`src/rtl/mcycle_pkg.sv`:
```
// Shared encodings for the multi-cycle multiply/divide sequencer.
// Latency: n/a (types and constants only).
// Backpressure: n/a.
package mcycle_pkg;

    localparam int OP_DIV_BIT    = 1;
    localparam int OP_SIGNED_BIT = 0;

    localparam logic OP_MUL = 1'b0;
    localparam logic OP_DIV = 1'b1;

    typedef enum logic [1:0] {
        IDLE    = 2'd0,
        COMPUTE = 2'd1,
        DONE    = 2'd2
    } state_t;

    function automatic int cnt_width(input int w);
        return (w > 1) ? $clog2(w) : 1;
    endfunction

endpackage

```
`src/rtl/mcycle_step.sv`:
```
// One shift-add (MUL) or restoring trial-subtract (DIV) iteration.
// Latency: combinational, zero cycles.
// Backpressure: none; the sequencer decides when a step is committed.
module mcycle_step
    import mcycle_pkg::*;
#(
    parameter int WIDTH = 32
) (
    input  logic                 op_div,
    input  logic [2*WIDTH-1:0]   acc,
    input  logic [WIDTH-1:0]     opb,
    output logic [2*WIDTH-1:0]   acc_nxt
);

    logic [WIDTH-1:0] hi;
    logic [WIDTH-1:0] lo;
    logic [WIDTH:0]   sum;
    logic [WIDTH:0]   rem_s;
    logic [WIDTH-1:0] diff;

    // MUL: acc = {partial product, unconsumed multiplier}, shifted right.
    // DIV: acc = {partial remainder, dividend/quotient}, shifted left.
    always_comb begin
        hi    = acc[2*WIDTH-1:WIDTH];
        lo    = acc[WIDTH-1:0];
        sum   = {1'b0, hi} + (lo[0] ? {1'b0, opb} : {(WIDTH+1){1'b0}});
        rem_s = {hi, lo[WIDTH-1]};
        // When the trial subtract succeeds the difference is below the divisor,
        // so the low WIDTH bits of the modular difference are exact.
        diff  = rem_s[WIDTH-1:0] - opb;
        if (op_div == OP_MUL) begin
            acc_nxt = {sum, lo[WIDTH-1:1]};
        end else if (rem_s >= {1'b0, opb}) begin
            acc_nxt = {diff, lo[WIDTH-2:0], 1'b1};
        end else begin
            acc_nxt = {rem_s[WIDTH-1:0], lo[WIDTH-2:0], 1'b0};
        end
    end

endmodule

```
`src/rtl/mcycle_seq.sv`:
```
// Multi-cycle MUL/DIV sequencer; optional MCYCLE_EARLY_TERM_EN shortens MUL.
// Latency: Busy for WIDTH+1 cycles from start, Done pulse on the next cycle.
// Backpressure: Busy stalls the pipeline combinationally from the start cycle.
module mcycle_seq
    import mcycle_pkg::*;
#(
    parameter int WIDTH = 32
) (
    input  logic             CLK,
    input  logic             RESETn,
    input  logic             M_Start,
    input  logic [1:0]       MCycleOp,
    input  logic [WIDTH-1:0] Operand1,
    input  logic [WIDTH-1:0] Operand2,
    output logic             Busy,
    output logic             Done,
    output logic [WIDTH-1:0] Result1,
    output logic [WIDTH-1:0] Result2
);

    localparam int            CW   = cnt_width(WIDTH);
    localparam logic [CW-1:0] LAST = CW'(WIDTH - 1);

    state_t               state;
    logic [CW-1:0]        cnt;
    logic [2*WIDTH-1:0]   acc;
    logic [WIDTH-1:0]     opb;
    logic                 op_div;
    logic                 div0;
    logic                 q_neg;
    logic                 r_neg;
    logic [WIDTH-1:0]     op1_raw;
    logic                 done_q;

    logic                 sgn_in;
    logic                 start_div;
    logic [WIDTH-1:0]     mag1;
    logic [WIDTH-1:0]     mag2;
    logic [2*WIDTH-1:0]   acc_nxt;
    logic [2*WIDTH-1:0]   fin_acc;
    logic [2*WIDTH-1:0]   prod;
    logic [WIDTH-1:0]     quo;
    logic [WIDTH-1:0]     rem;
    logic [WIDTH-1:0]     res1;
    logic [WIDTH-1:0]     res2;
    logic                 early_exit;
    logic                 last_iter;

    assign sgn_in    = MCycleOp[OP_SIGNED_BIT];
    assign start_div = (MCycleOp[OP_DIV_BIT] == OP_DIV);
    assign mag1      = (sgn_in && Operand1[WIDTH-1]) ? -Operand1 : Operand1;
    assign mag2      = (sgn_in && Operand2[WIDTH-1]) ? -Operand2 : Operand2;

    mcycle_step #(
        .WIDTH   (WIDTH)
    ) u_step (
        .op_div  (op_div),
        .acc     (acc),
        .opb     (opb),
        .acc_nxt (acc_nxt)
    );

    always_comb begin
        fin_acc    = acc_nxt;
        early_exit = 1'b0;
`ifdef MCYCLE_EARLY_TERM_EN
        // Remaining multiplier bits all zero: the rest would be pure shifts,
        // so apply them in one go and leave now.
        if ((op_div == OP_MUL) &&
            ((acc_nxt[WIDTH-1:0] & ({WIDTH{1'b1}} >> (int'(cnt) + 1))) == '0)) begin
            early_exit = 1'b1;
            fin_acc    = acc_nxt >> (WIDTH - 1 - int'(cnt));
        end
`endif
        last_iter = (cnt == LAST) || early_exit;
        quo       = fin_acc[WIDTH-1:0];
        rem       = fin_acc[2*WIDTH-1:WIDTH];
        prod      = q_neg ? -fin_acc : fin_acc;
        if (div0) begin
            res1 = {WIDTH{1'b1}};
            res2 = op1_raw;
        end else if (op_div == OP_DIV) begin
            res1 = q_neg ? -quo : quo;
            res2 = r_neg ? -rem : rem;
        end else begin
            res1 = prod[WIDTH-1:0];
            res2 = prod[2*WIDTH-1:WIDTH];
        end
    end

    always_ff @(posedge CLK or negedge RESETn) begin
        if (!RESETn) begin
            state   <= IDLE;
            cnt     <= '0;
            acc     <= '0;
            opb     <= '0;
            op_div  <= 1'b0;
            div0    <= 1'b0;
            q_neg   <= 1'b0;
            r_neg   <= 1'b0;
            op1_raw <= '0;
            done_q  <= 1'b0;
            Result1 <= '0;
            Result2 <= '0;
        end else begin
            case (state)
                IDLE: begin
                    done_q <= 1'b0;
                    if (M_Start) begin
                        op_div  <= start_div;
                        opb     <= start_div ? mag2 : mag1;
                        acc     <= {{WIDTH{1'b0}}, (start_div ? mag1 : mag2)};
                        div0    <= start_div && (Operand2 == '0);
                        op1_raw <= Operand1;
                        q_neg   <= sgn_in && (Operand1[WIDTH-1] ^ Operand2[WIDTH-1]);
                        r_neg   <= sgn_in && Operand1[WIDTH-1];
                        cnt     <= '0;
                        state   <= COMPUTE;
                    end
                end
                COMPUTE: begin
                    acc <= acc_nxt;
                    cnt <= cnt + 1'b1;
                    if (last_iter) begin
                        Result1 <= res1;
                        Result2 <= res2;
                        done_q  <= 1'b1;
                        state   <= DONE;
                    end
                end
                DONE: begin
                    // The stalled instruction still drives M_Start here; ignore it.
                    done_q <= 1'b0;
                    state  <= IDLE;
                end
                default: begin
                    done_q <= 1'b0;
                    state  <= IDLE;
                end
            endcase
        end
    end

    assign Done = done_q;
    assign Busy = RESETn && (((state == IDLE) && M_Start) || (state == COMPUTE));

endmodule

```
`config.mk`:
```
export PLATFORM = sky130hd
export DESIGN_NAME = mcycle_seq
export DESIGN_NICKNAME = d
export VERILOG_FILES = /design/src/rtl/mcycle_pkg.sv /design/src/rtl/mcycle_step.sv /design/src/rtl/mcycle_seq.sv
export SDC_FILE = /design/constraint.sdc
export NUM_CORES = 1
export LEC_CHECK = 0
export ABC_CLOCK_PERIOD_IN_PS = 4330
export CORE_UTILIZATION = 45
export DETAILED_ROUTE_END_ITERATION = 16
export HOLD_SLACK_MARGIN = 0.15
export PLACE_DENSITY = 0.78
export SLEW_MARGIN = 20
export SYNTH_ARGS = -nofsm -noshare
export SYNTH_HDL_FRONTEND = slang
export SYNTH_SLANG_ARGS = --single-unit
```
`constraint.sdc`:
```
create_clock -name CLK -period 4.33 [get_ports CLK]
set_input_delay 0.6495 -clock CLK [delete_from_list [all_inputs] [get_ports CLK]]
set_output_delay 0.6495 -clock CLK [all_outputs]
set_load 0.02 [all_outputs]
```
Word-level counts from Yosys, hierarchy flattened
Cells that the tools add are included.
{"block": "word_totals", "register_bits": 204}
{"block": "op_classes", "mux": 23, "order_cmp": 1, "n_reduce_logical": 14, "n_eq_ne": 4, "n_addsub": 8, "n_bitwise": 1}
{"op": "two-way mux 32 bit", "n": 11}
{"op": "two-way mux 64 bit", "n": 4}
{"op": "negator 32 bit", "n": 4}
{"op": "case mux 64 bit (2 select lines)", "n": 1}
{"op": "negator 64 bit", "n": 1}
{"op": "adder 32 x 33 -> 33 bit", "n": 1}
{"op": "greater-or-equal comparator 33 x 32 -> 1 bit", "n": 1}
{"op": "zero test 32 bit", "n": 1}
{"op": "subtractor 32 bit", "n": 1}
{"op": "case mux 5 bit (2 select lines)", "n": 1}
{"op": "AND reduction 2 bit", "n": 4}
{"op": "logical AND 1 bit", "n": 6}
{"op": "adder 5 x 1 -> 5 bit (second input constant)", "n": 1}
{"op": "== test 5 bit (second input constant)", "n": 1}
{"op": "two-way mux 5 bit", "n": 1}
{"op": "two-way mux 2 bit", "n": 2}
{"op": "inequality test 2 bit (second input constant)", "n": 2}
{"op": "case mux 2 bit (2 select lines)", "n": 1}
{"op": "== test 2 x 1 -> 1 bit (second input constant)", "n": 1}
{"op": "zero test 2 bit", "n": 1}
{"op": "two-way mux 1 bit", "n": 2}
{"op": "nonzero test 2 bit", "n": 1}
{"op": "logical OR 1 bit", "n": 1}
{"op": "bitwise XOR 1 bit", "n": 1}

Depth between registers and ports, before layout
Gate-level depths: netlist of the first run.
{"block": "depth", "ltp_word": 7, "mapped_depth": 23, "mapped_depth_nobuf": 20}

By module
Synthesis of the first run repeated with hierarchy kept, for this count alone.
{"block": "unflattened", "cells_unflattened": 1985, "area_unflattened_um2": 16168.0}
{"mod": "mcycle_seq", "seq_area_each_um2": 5104.9, "cells_per_inst": 1314, "area_each_um2": 11469.8, "n_inst": 1}
{"mod": "mcycle_step", "seq_area_each_um2": 0.0, "cells_per_inst": 671, "area_each_um2": 4698.3, "n_inst": 1}

Worst setup path after synthesis of the first run
Ideal clock, no wire load.
{"block": "synth_path", "path_type": "reg2reg", "start": "reg acc[48]", "end": "reg Result2[26]", "n_path_buf": 4, "path_slack_ps": -283, "stages_incl_launch_ff": 21, "required_time_ps": 4254, "synth_period_minus_slack_ps": 4613, "arrival_time_ps": 4537, "path_cell_list": "dfrtp_1 ha_1 buf_2 and3_1 and3_1 a31oi_1 o2111a_1 buf_2 buf_2 buf_2 a21boi_0 o22ai_1 ha_1 inv_1 a211oi_1 nand3_1 or3_1 o41ai_2 xnor2_1 nor2_1 o21ai_1"}
{"block": "synth_via", "elab_chain_cells": 7, "word_cells_on_any_way": 11}
{"item": "from (decl)", "line_no": "mcycle_seq.sv:26", "source": "logic [2*WIDTH-1:0] acc;"}
{"item": "from (signal assigned)", "line_no": "mcycle_seq.sv:112", "source": "acc <= {{WIDTH{1'b0}}, (start_div ? mag1 : mag2)};"}
{"item": "from (signal assigned)", "line_no": "mcycle_seq.sv:122", "source": "acc <= acc_nxt;"}
{"item": "subtractor 32 bit or greater-or-equal comparator 33 x 32 -> 1 bit (tied branches)", "line_no": "mcycle_step.sv:30, mcycle_step.sv:33"}
{"item": "two-way mux 64 bit", "line_no": "mcycle_step.sv:33", "source": "end else if (rem_s >= {1'b0, opb}) begin"}
{"item": "two-way mux 64 bit (*)", "line_no": "mcycle_step.sv:31", "source": "if (op_div == OP_MUL) begin"}
{"item": "negator 64 bit or negator 32 bit (tied branches)", "line_no": "mcycle_seq.sv:78, mcycle_seq.sv:84"}
{"item": "two-way mux 64 bit or two-way mux 32 bit (tied branches)", "line_no": "mcycle_seq.sv:78, mcycle_seq.sv:84"}
{"item": "two-way mux 32 bit (*)", "line_no": "mcycle_seq.sv:82", "source": "end else if (op_div == OP_DIV) begin"}
{"item": "two-way mux 32 bit (*)", "line_no": "mcycle_seq.sv:79", "source": "if (div0) begin"}
{"item": "to (signal assigned)", "line_no": "mcycle_seq.sv:126", "source": "Result2 <= res2;"}
{"item": "to (decl)", "line_no": "mcycle_seq.sv:18", "source": "output logic [WIDTH-1:0] Result2"}
Mark *: on every way between the ends. The rest lies on a longest branch, timed or not.
A chain may end at the register's enable or synchronous reset.

Worst setup path after layout of the first run
{"block": "layout_path", "start": "reg acc[0]", "end": "reg Result2[28]"}
{"block": "layout_via", "elab_chain_cells": 7, "word_cells_on_any_way": 10}
{"item": "two-way mux 32 bit", "line_no": "mcycle_step.sv:26", "source": "sum = {1'b0, hi} + (lo[0] ? {1'b0, opb} : {(WIDTH+1){1'b0}});"}
{"item": "adder 32 x 33 -> 33 bit", "line_no": "mcycle_step.sv:26"}
{"item": "two-way mux 64 bit (*)", "line_no": "mcycle_step.sv:31"}
{"item": "negator 64 bit or negator 32 bit (tied branches)", "line_no": "mcycle_seq.sv:78, mcycle_seq.sv:84"}
{"item": "two-way mux 64 bit or two-way mux 32 bit (tied branches)", "line_no": "mcycle_seq.sv:78, mcycle_seq.sv:84"}
{"item": "two-way mux 32 bit (*)", "line_no": "mcycle_seq.sv:82"}
{"item": "two-way mux 32 bit (*)", "line_no": "mcycle_seq.sv:79"}
Marked as above.

==> results of run 1 <==
==> path summary, 6_finish.rpt <==
| path | cells past startpoint | startpoint | slack [ps] | endpoint |
|---|---|---|---|---|
| max | 19 | acc[0]$_DFFE_PN0P_ | 4 | Result2[28]$_DFFE_PN0P_ |
| min in group asynchronous | 2 | RESETn | 530 | Result1[15]$_DFFE_PN0P_ |
| min reg2reg | 2 | Result2[8]$_DFFE_PN0P_ | 480 | Result2[8]$_DFFE_PN0P_ |
| max in group asynchronous | 4 | RESETn | 1930 | Result2[14]$_DFFE_PN0P_ |
| min | 2 | Result2[8]$_DFFE_PN0P_ | 480 | Result2[8]$_DFFE_PN0P_ |
| max reg2reg | 19 | acc[0]$_DFFE_PN0P_ | 4 | Result2[28]$_DFFE_PN0P_ |
==> layout make-up <==
cell class / count / share of cell area
inverters: 73 / 0.01217
flip-flops and latches: 204 / 0.2273
repair buffers: 455 / 0.1716
clock inverters: 9 / 0.003890
multi-input cells: 1702 / 0.5302
well taps: 468 / 0.02601
clock buffers: 32 / 0.02884
==> layer usage <==
metal / track usage / vias up
li1: - / 8344
met1: 0.4384 / 8776
met2: 0.5549 / 1076
met3: 0.06767 / 247
met4: 0.1881 / 4
met5: 0 / -
==> cell usage after synthesis, drive strengths merged, types with 5 or more instances <==
master,instances
o21ai,215
nor2,197
xor2,61
o21bai,5
a21boi,5
mux2,39
nand4,22
or3,19
or2,8
mux2i,50
clkbuf,84
ha,70
a211oi,22
o41ai,7
a22o,20
o2111ai,9
a211o,8
and2,45
nor3,40
xnor2,96
o22ai,7
nor4,21
o21a,13
nand3,47
o31a,5
a21o,21
and3,22
o211ai,20
nor2b,12
a31o,6
o31ai,13
a31oi,33
nand2,237
nand2b,16
a22oi,10
a21oi,181
a41oi,7
inv,73
o221ai,26
or4,5
buf,37
dfrtp,204
==> timing repair <==
item,CTS,global route
pin swaps,31,84
gates resized for setup,69,158
cloned,1,1
setup endpoints to repair,26,28
hold endpoints to repair,16,0
buffers inserted,16,25
hold buffers,1,0
==> registers in the layout, indices dropped and copies added (netlist names) <==
register and flops:
op_div 1, op1_raw 32, Result1 32, Result2 32
div0 1, opb 32, acc 64, state 2
cnt 5, Done 1, q_neg 1, r_neg 1
==> worst reg2reg max path: cells and delay by family, from the launching register on <==
| kind | cells | cell delay, ps |
|---|---|---|
| buf+inv | 4 | 680 |
| fa+ha+maj | 1 | 340 |
| compound gates | 6 | 910 |
| flops | 1 | 440 |
| simple gates | 6 | 1490 |
| xor+xnor | 2 | 340 |
==> through the flow <==
stage | hold slack, ps | util
finish | 484.2 | 0.6150
global placement | 463.3 | 0.5559
global route | 510.0 | 0.6150
floorplan | 353.9 | -
CTS | 484.5 | 0.5886
detailed placement | 470.8 | 0.5559
==> cell families (layout without fill, tap and decap cells) <==
| kind of cell | Yosys count | in the layout |
|---|---|---|
| DFF | 204 | 204 |
| and+or+nand+nor | 711 | 711 |
| muxes | 89 | 89 |
| adders and majority gates | 72 | 72 |
| xor gates and xnor gates | 157 | 157 |
| AOI/OAI and AO/OA | 672 | 673 |
| buffers and inverters | 194 | 569 |
==> results.py, run 1 <==
metrics = {
    "grt": {
        "antenna_found_initial": 3,
        "grt.total_usage": 0.3459,
        "grt-ovfl-total": 0,
        "grt_pass1_wl_mm": 101.9,
        "grt_max_degree": 122,
        "grt_pass1_vias": 17505,
    },
    "die": {
        "core_um2": 36610,
        "dieHeight_um": 194.7,
        "dieArea_um2": 37910,
        "die_w_um": 194.7,
        "io_pins": 135,
        "rows": 70,
        "start_util": 0.4564,
    },
    "yosys": {
        "ys_warn_count": 0,
        "syn_avg_cell_area_um2": 7.961,
        "yosys.area.top_type": "dfrtp_1",
        "synth_top_family_by_area": "compound AO/OA/AOI/OAI gates",
        "yosys.area_share.simple": 0.2004,
        "ys_top_cells_by_area": "dfrtp_1 31%, o21ai_0 6.3%, a21oi_1 5.4%",
        "synth_area_um2": 16710,
        "ys_async_sr_fraction": 1.000,
        "netlist_instances": 2099,
        "seq_area_frac_synth": 0.3055,
        "synth_seq_cells": 204,
        "synthXorXnorAreaFrac": 0.08229,
        "synth_top_cell_area_share": 0.3055,
        "synth_edf_count": 0,
        "synth_nets": 2240,
        "synthAdderAreaFrac": 0.05481,
        "synthDistinctLibCells": 87,
        "ys.flop_type": "dfrtp_1",
        "muxShareOfSynthArea": 0.05623,
        "synth-compound-area-share": 0.2545,
    },
    "setup_path": {
        "critPathMaxFanout": 6,
        "critPathMostFrequentCell": "buf_4",
        "arrival_ps": 4720,
        "worst_path_dominant_cell_family": "simple AND/OR/NAND/NOR gates",
        "critPathKind": "flip-flop to flip-flop",
        "end_kind": "flip-flop",
        "cpPeakStageDelay_ps": 670,
        "path_cells": "buf_4 > and2_1 > ha_1 > o21ai_2 > a21oi_2 > buf_4 > nand4_1 > buf_4 > nand2_2 > xor2_1 > nand2_1 > o311ai_1 > or4b_4 > nor4_2 > buf_4 > o2111a_2 > a31oi_4 > xor2_2 > a21oi_1",
        "start_kind": "flip-flop",
        "cp_num_buf_inv": 4,
        "cp.required_ps": 4720,
        "critical_path.slowest_cell": "or4b_4",
    },
    "cells_and_area": {
        "layout_commonest_cell": "buf_4",
        "area_growth_pct": 34.75,
        "drive_gt1_frac": 0.2388,
        "multi_input_area_um2": 11940,
        "fillers": 3134,
        "final_cell_mix": "307 x buf_4, 229 x nand2_1, 196 x dfrtp_1",
        "antenna_cells": 0,
        "nNetsFinal": 2600,
        "finalInstanceArea_um2": 22520,
        "fin_cells": 2943,
        "seq_area_um2": 5117,
    },
    "timing": {
        "grt_setup_unrepaired": "true",
        "hold_viol": 0,
        "fin_skew_ps": 11.80,
        "relSlewSlack": 0.2808,
        "maxSlewViolCount": 0,
        "final.min_clock_period_ps": 4326,
        "fin_crit_sh": 0.9991,
        "tightestPinTransition_ps": 1072,
        "setup_viol": 0,
        "clock.fmax_ghz": 0.2312,
        "fin_tns_setup_ps": 0,
        "layout_setup_ws_ps": 3.971,
    },
    "clocking": {
        "cts_num_sinks": 204,
        "tritoncts": "done",
        "cts_max_path_buffers": 3,
        "clkLatencyLatePin_ps": 540,
        "clk_pin_slew_worst_paths_ps": 60,
        "cts-htree-levels": 1,
        "cts_root_buffer": "clkbuf_16",
        "cts_made_buffers": 23,
    },
    "routing": {
        "wl_per_cell_um": 23.08,
        "top_layer": "met5",
        "via_count": 18447,
        "wl_met1_mm": 26.26,
        "drcViolationCount": 0,
        "antenna_left": 0,
        "drtPass1Iterations": 5,
        "drt-initial-drc-count": 2033,
        "dr_wl_met2_mm": 30.76,
        "routed_via_density": 6.268,
        "route.met3.wl_mm": 6.556,
        "routed_wl_mm": 67.92,
    },
    "run": {
        "cap_violations": 0,
    },
    "place": {
        "dpl.hpwl_mm": 50.83,
        "place_congestion": 1.143,
        "place_inst": 2864,
        "port_buffers": 134,
        "placed_cell_area_um2": 20350,
        "detailedPlace.worstSlack_ps": -410.9,
    },
    "hold_path": {
        "min_path_type": "flip-flop to flip-flop",
    },
    "run_status": {
        "status": "complete, no violations",
    },
}
Power of run 1 is not shown: default switching activity piles up to over one toggle a cycle in this logic, so the estimate is an artifact.
==> run 2: changes to the inputs <==
- CTS_BUF_LIST: unset -> sky130_fd_sc_hd__clkbuf_16
- SLEW_MARGIN: 20 -> unset
==> run 2 against run 1 <==
The flow now finishes with violations (setup timing); worst setup slack got worse by 78 ps; clock skew rose by 4.6 ps; register-to-register slack got worse by 80 ps; worst hold slack improved by 1.1 ps; final area decreased by 0.53%; critical path depth fell by 2; first-iteration DRC count is 0.44% lower; global-route usage down 0.060 points; count of clock-buffer cells in the layout fell by 9; largest cell class unchanged.
==> results.py, run 2 (synthesized netlist as in run 1, its figures left out) <==
metrics = {
    "die": {
        "rows": 70,
        "die_w_um": 194.7,
        "start_util": 0.4564,
        "dieHeight_um": 194.7,
        "dieArea_um2": 37910,
        "core_um2": 36610,
        "io_pins": 135,
    },
    "cells_and_area": {
        "layout_commonest_cell": "buf_4",
        "largest_reg_flops": 64,
        "top_register": "acc",
        "final_cell_mix": "307 x buf_4, 229 x nand2_1, 200 x dfrtp_1",
        "fin_cells": 2940,
        "antenna_cells": 0,
        "nNetsFinal": 2597,
        "finalInstanceArea_um2": 22400,
        "drive_gt1_frac": 0.2338,
        "area_growth_pct": 34.04,
    },
    "routing": {
        "antenna_left": 0,
        "routed_via_density": 6.260,
        "drcViolationCount": 0,
        "drtPass1Iterations": 6,
        "drt-initial-drc-count": 2024,
        "wl_per_cell_um": 23.02,
        "via_count": 18404,
        "routed_wl_mm": 67.69,
    },
    "setup_path": {
        "critical_path.slowest_cell": "or4b_4",
        "worstSetupStartpoint": "acc[57]$_DFFE_PN0P_",
        "end_kind": "flip-flop",
        "cpPeakStageDelay_ps": 580,
        "start_kind": "flip-flop",
        "cp.required_ps": 4730,
        "arrival_ps": 4810,
        "critPathKind": "flip-flop to flip-flop",
        "critPathMostFrequentCell": "a31oi_2",
        "ff2ff_setup_slack_ps": -70,
        "r2r_start": "acc[57]$_DFFE_PN0P_",
        "path_cells": "ha_4 > nand4_1 > nor4_4 > a31oi_2 > o2111a_2 > buf_12 > buf_12 > nand3_2 > o32ai_2 > a31oi_2 > or4b_4 > nor4_2 > buf_4 > o2111a_2 > a31oi_2 > xor2_2 > a21oi_1",
        "critPathMaxFanout": 7,
    },
    "clocking": {
        "cts_num_sinks": 204,
        "clkLatencyLatePin_ps": 540,
        "cts_made_buffers": 23,
        "cts_max_path_buffers": 3,
        "clk_pin_slew_worst_paths_ps": 60,
        "cts-htree-levels": 1,
        "tritoncts": "done",
        "cts_root_buffer": "clkbuf_16",
    },
    "hold_path": {
        "min_path_type": "flip-flop to flip-flop",
        "min_from": "op1_raw[1]$_DFFE_PN0P_",
    },
    "place": {
        "detailedPlace.worstSlack_ps": -410.9,
        "place_congestion": 1.143,
        "dpl.hpwl_mm": 50.83,
        "placed_cell_area_um2": 20350,
        "port_buffers": 134,
        "place_inst": 2864,
    },
    "run_status": {
        "status": "finished, violations left",
        "violations": "setup timing",
    },
    "timing": {
        "fin_skew_ps": 16.36,
        "maxSlewViolCount": 0,
        "final.min_clock_period_ps": 4404,
        "grt_setup_unrepaired": "true",
        "relSlewSlack": 0.03645,
        "hold_viol": 0,
        "tightestPinTransition_ps": 1440,
        "fin_crit_sh": 1.017,
        "clock.fmax_ghz": 0.2271,
        "setup_viol": 4,
        "layout_setup_ws_ps": -73.71,
    },
    "grt": {
        "grt_pass1_wl_mm": 101.7,
        "grt_max_degree": 122,
        "grt.total_usage": 0.3453,
        "grt-ovfl-total": 0,
        "antenna_found_initial": 4,
        "grt_pass1_vias": 17461,
    },
    "run": {
        "cap_violations": 0,
    },
}
## run 2: cell types whose count changed in the layout (fill, tap and decap cells not counted), sizes merged
| cell | delta |
|---|---|
| clkinv | +4 |
| inv | +5 |
| clkbuf | -9 |
| buf | -3 |
## run 2: worst paths after layout
kind                                           end  cells past startpoint
setup / recovery           Result2[28]$_DFFE_PN0P_                     17
max in group asynchronous  Result2[30]$_DFFE_PN0P_                      4
hold reg to reg             op1_raw[1]$_DFFE_PN0P_                      2
setup reg to reg           Result2[28]$_DFFE_PN0P_                     17
min in group asynchronous      acc[20]$_DFFE_PN0P_                      2
hold / removal              op1_raw[1]$_DFFE_PN0P_                      2
## run 2: stage by stage
| stage | utilization | TNS [ps] | hold slack (ps) |
|---|---|---|---|
| floorplan | - | 0 | 353.9 |
| global placement | 0.5559 | -3773 | 463.3 |
| detailed placement | 0.5559 | -4614 | 470.8 |
| CTS | 0.5875 | -6.711 | 484.6 |
| global route | 0.6118 | -1557 | 510.0 |
| finish | 0.6118 | -196.7 | 485.3 |
## run 2: repair_timing
action,4_1_cts,5_1_grt
gates resized for setup,69,151
pin swaps,30,80
endpoints found under the hold margin,16,0
gates cloned,1,1
setup buffers,16,20
endpoints found under the setup margin,26,28
hold buffers,1,0
## run 2: critical path, delay by kind of cell (launching register included)
kind / cells / cell delay [ps]
and+or+nand+nor: 5 / 1540
xor gates and xnor gates: 1 / 280
buffers and inverters: 3 / 460
AOI/OAI and AO/OA: 7 / 1270
DFF: 1 / 420
adders and majority gates: 1 / 310
## run 2: routing by layer
| metal | share of wire | GRT usage | up-vias |
|---|---|---|---|
| met3 | 0.092 | 0.06594 | 253 |
| met5 | 0.00065 | 0 | - |
| li1 | - | - | 8336 |
| met1 | 0.39 | 0.4404 | 8751 |
| met4 | 0.068 | 0.2011 | 6 |
| met2 | 0.45 | 0.5459 | 1058 |
## run 2: cell type report
| type | count | area, um^2 |
|---|---|---|
| sequential | 204 | 5112 |
| multi-input combinational | 1702 | 11890 |
| inverter | 73 | 274.0 |
| timing repair buffer | 452 | 3840 |
| tap | 468 | 585.6 |
| fill | 3166 | 14210 |
| clock buffer | 23 | 575.6 |
| clock inverter | 18 | 121.4 |
Power of run 2 is left out for the same reason.
==> run 3: changes to the inputs <==
- CELL_PAD_IN_SITES_DETAIL_PLACEMENT: unset -> 1
- CELL_PAD_IN_SITES_GLOBAL_PLACEMENT: unset -> 1
- CORE_UTILIZATION: 45 -> 41
- PLACE_DENSITY: 0.78 -> 0.9
==> run 3 against run 2 <==
The flow still finishes with violations (setup timing); clock skew down 1.6 ps; global-route usage up 3.7 points; sequential share of layout area down 0.80 points; count of clock-buffer cells in the layout up 2; register-to-register slack worse by 640 ps; non-clock buffer count up 63; flip-flop and latch count unchanged; via count up 11%; die area up 9.7%; worst hold slack worse by 260 ps; worst setup slack worse by 640 ps; critical path depth unchanged; critical endpoint is now Result2[31]$_DFFE_PN0P_; largest cell class unchanged.
==> results.py, run 3 (synthesized netlist as in run 1, its figures left out) <==
metrics = {
    "routing": {
        "routed_wl_mm": 92.29,
        "top_layer": "met5",
        "drt-initial-drc-count": 2359,
        "wl_per_cell_um": 30.15,
        "routed_via_density": 6.677,
        "dr_wl_met2_mm": 41.09,
        "antenna_left": 0,
        "drtPass1Iterations": 6,
        "wl_met1_mm": 33.16,
        "via_count": 20437,
        "drcViolationCount": 0,
        "route.met3.wl_mm": 9.836,
    },
    "timing": {
        "layout_setup_ws_ps": -710.2,
        "grt_setup_unrepaired": "true",
        "hold_viol": 0,
        "relSlewSlack": 0.1220,
        "maxSlewViolCount": 0,
        "fin_crit_sh": 1.164,
        "clock.fmax_ghz": 0.1984,
        "final.min_clock_period_ps": 5040,
        "tightestPinTransition_ps": 1317,
        "fin_skew_ps": 14.73,
        "setup_viol": 31,
    },
    "setup_path": {
        "start_kind": "flip-flop",
        "cpPeakStageDelay_ps": 490,
        "arrival_ps": 5460,
        "cp.required_ps": 4750,
        "critPathMaxFanout": 5,
        "critical_path.slowest_cell": "dfrtp_2",
        "critPathKind": "flip-flop to flip-flop",
        "end_kind": "flip-flop",
        "critPathMostFrequentCell": "buf_4",
        "path_cells": "and2_1 > ha_4 > o211ai_1 > buf_4 > o21ai_0 > xor2_1 > a22oi_1 > o211ai_1 > nor3_1 > buf_4 > nand2_1 > o32ai_1 > buf_4 > a31o_2 > a41oi_2 > xor2_1 > o21ai_1",
    },
    "grt": {
        "antenna_found_initial": 12,
        "grt_max_degree": 144,
        "grt_pass1_wl_mm": 121.5,
        "grt.total_usage": 0.3823,
        "grt-ovfl-total": 0,
        "grt_pass1_vias": 20433,
    },
    "die": {
        "io_pins": 135,
        "core_um2": 40010,
        "die_w_um": 203.9,
        "rows": 73,
        "start_util": 0.4177,
        "dieArea_um2": 41570,
        "dieHeight_um": 203.9,
    },
    "run_status": {
        "violations": "setup timing",
        "status": "finished, violations left",
    },
    "place": {
        "place_congestion": 1.025,
        "port_buffers": 134,
        "placed_cell_area_um2": 20800,
        "dpl.hpwl_mm": 59.20,
    },
    "cells_and_area": {
        "top_register": "acc",
        "area_growth_pct": 38.85,
        "fillers": 4700,
        "fin_util": 0.5800,
        "largest_reg_flops": 64,
        "drive_gt1_frac": 0.2616,
        "finalInstanceArea_um2": 23200,
        "layout_commonest_cell": "buf_4",
        "final_cell_mix": "353 x buf_4, 228 x nand2_1, 201 x dfrtp_1",
        "nNetsFinal": 2660,
    },
    "clocking": {
        "cts_made_buffers": 24,
        "cts-htree-levels": 1,
        "clk_pin_slew_worst_paths_ps": 70,
        "cts_root_buffer": "clkbuf_16",
        "cts_num_sinks": 204,
        "cts_max_path_buffers": 3,
        "tritoncts": "done",
        "clkLatencyLatePin_ps": 560,
    },
    "run": {
        "cap_violations": 0,
    },
    "hold_path": {
        "min_path_type": "input port to async pin",
    },
}
-- run 3: cell types whose count changed in the layout (fill, tap and decap cells not counted), sizes merged --
cell         before  now
inv              79   80
clkbuf           25   26
buf             317  382
diode             0    2
clkinvlp          4    2
clkinv            7    6
o21a             14   13
dlygate4sd3       1    0
-- run 3: final timing paths --
| path | startpoint | end | slack [ps] | cells past startpoint |
|---|---|---|---|---|
| max | acc[0]$_DFFE_PN0P_ | Result2[31]$_DFFE_PN0P_ | -710 | 17 |
| min | RESETn | acc[4]$_DFFE_PN0P_ | 220 | 2 |
| max reg2reg | acc[0]$_DFFE_PN0P_ | Result2[31]$_DFFE_PN0P_ | -710 | 17 |
| min reg2reg | Result2[6]$_DFFE_PN0P_ | Result2[6]$_DFFE_PN0P_ | 490 | 2 |
| max in group asynchronous | RESETn | opb[24]$_DFFE_PN0P_ | 3330 | 2 |
| min in group CLK | Result2[6]$_DFFE_PN0P_ | Result2[6]$_DFFE_PN0P_ | 490 | 2 |
-- run 3: area by class of cell --
cell class	count	area [um^2]	area share
multi-input combinational	1701	12080	0.5205
antenna	2	5.005	0.0002157
sequential	204	5111	0.2203
timing repair buffer	515	4347	0.1873
clock buffer	25	625.6	0.02696
clock inverter	16	105.1	0.004530
inverter	73	274.0	0.01181
tap	525	656.9	0.02831
-- run 3: critical path: cells and delay by family, from the launching register on --
| kind | cells | cell delay (ps) |
|---|---|---|
| xor gates and xnor gates | 2 | 590 |
| adders and majority gates | 1 | 330 |
| DFF | 1 | 490 |
| and+or+nand+nor | 3 | 840 |
| buffers and inverters | 3 | 540 |
| AOI/OAI and AO/OA | 8 | 2120 |
-- run 3: stage by stage --
| stage | hold WS [ps] | cells | setup slack (ps) | setup TNS (ps) |
|---|---|---|---|---|
| after floorplan | 353.9 | 2099 | 9.257 | 0 |
| after global placement | 463.9 | 2971 | -223.8 | -948.2 |
| after detailed placement | 477.3 | 2971 | -520.1 | -4200 |
| after CTS | 341.9 | 3026 | -50.92 | -142.4 |
| after global routing | 325.3 | 3059 | -691.0 | -13380 |
| final | 221.5 | 3061 | -710.2 | -12400 |
-- run 3: per-layer routing --
metal  vias to the layer above  global-route usage
li1                       8427                   -
met1                      9993              0.4532
met2                      1427              0.6282
met3                       576             0.07733
met4                        14              0.2497
met5                         -                   0
-- run 3: timing repair --
action | CTS | global route
setup buffers | 14 | 35
pin swaps | 42 | 97
endpoints found under the setup margin | 26 | 30
resized for setup | 104 | 174
hold buffers | 0 | 0
endpoints found under the hold margin | 0 | 0
Power of run 3 is left out for the same reason.
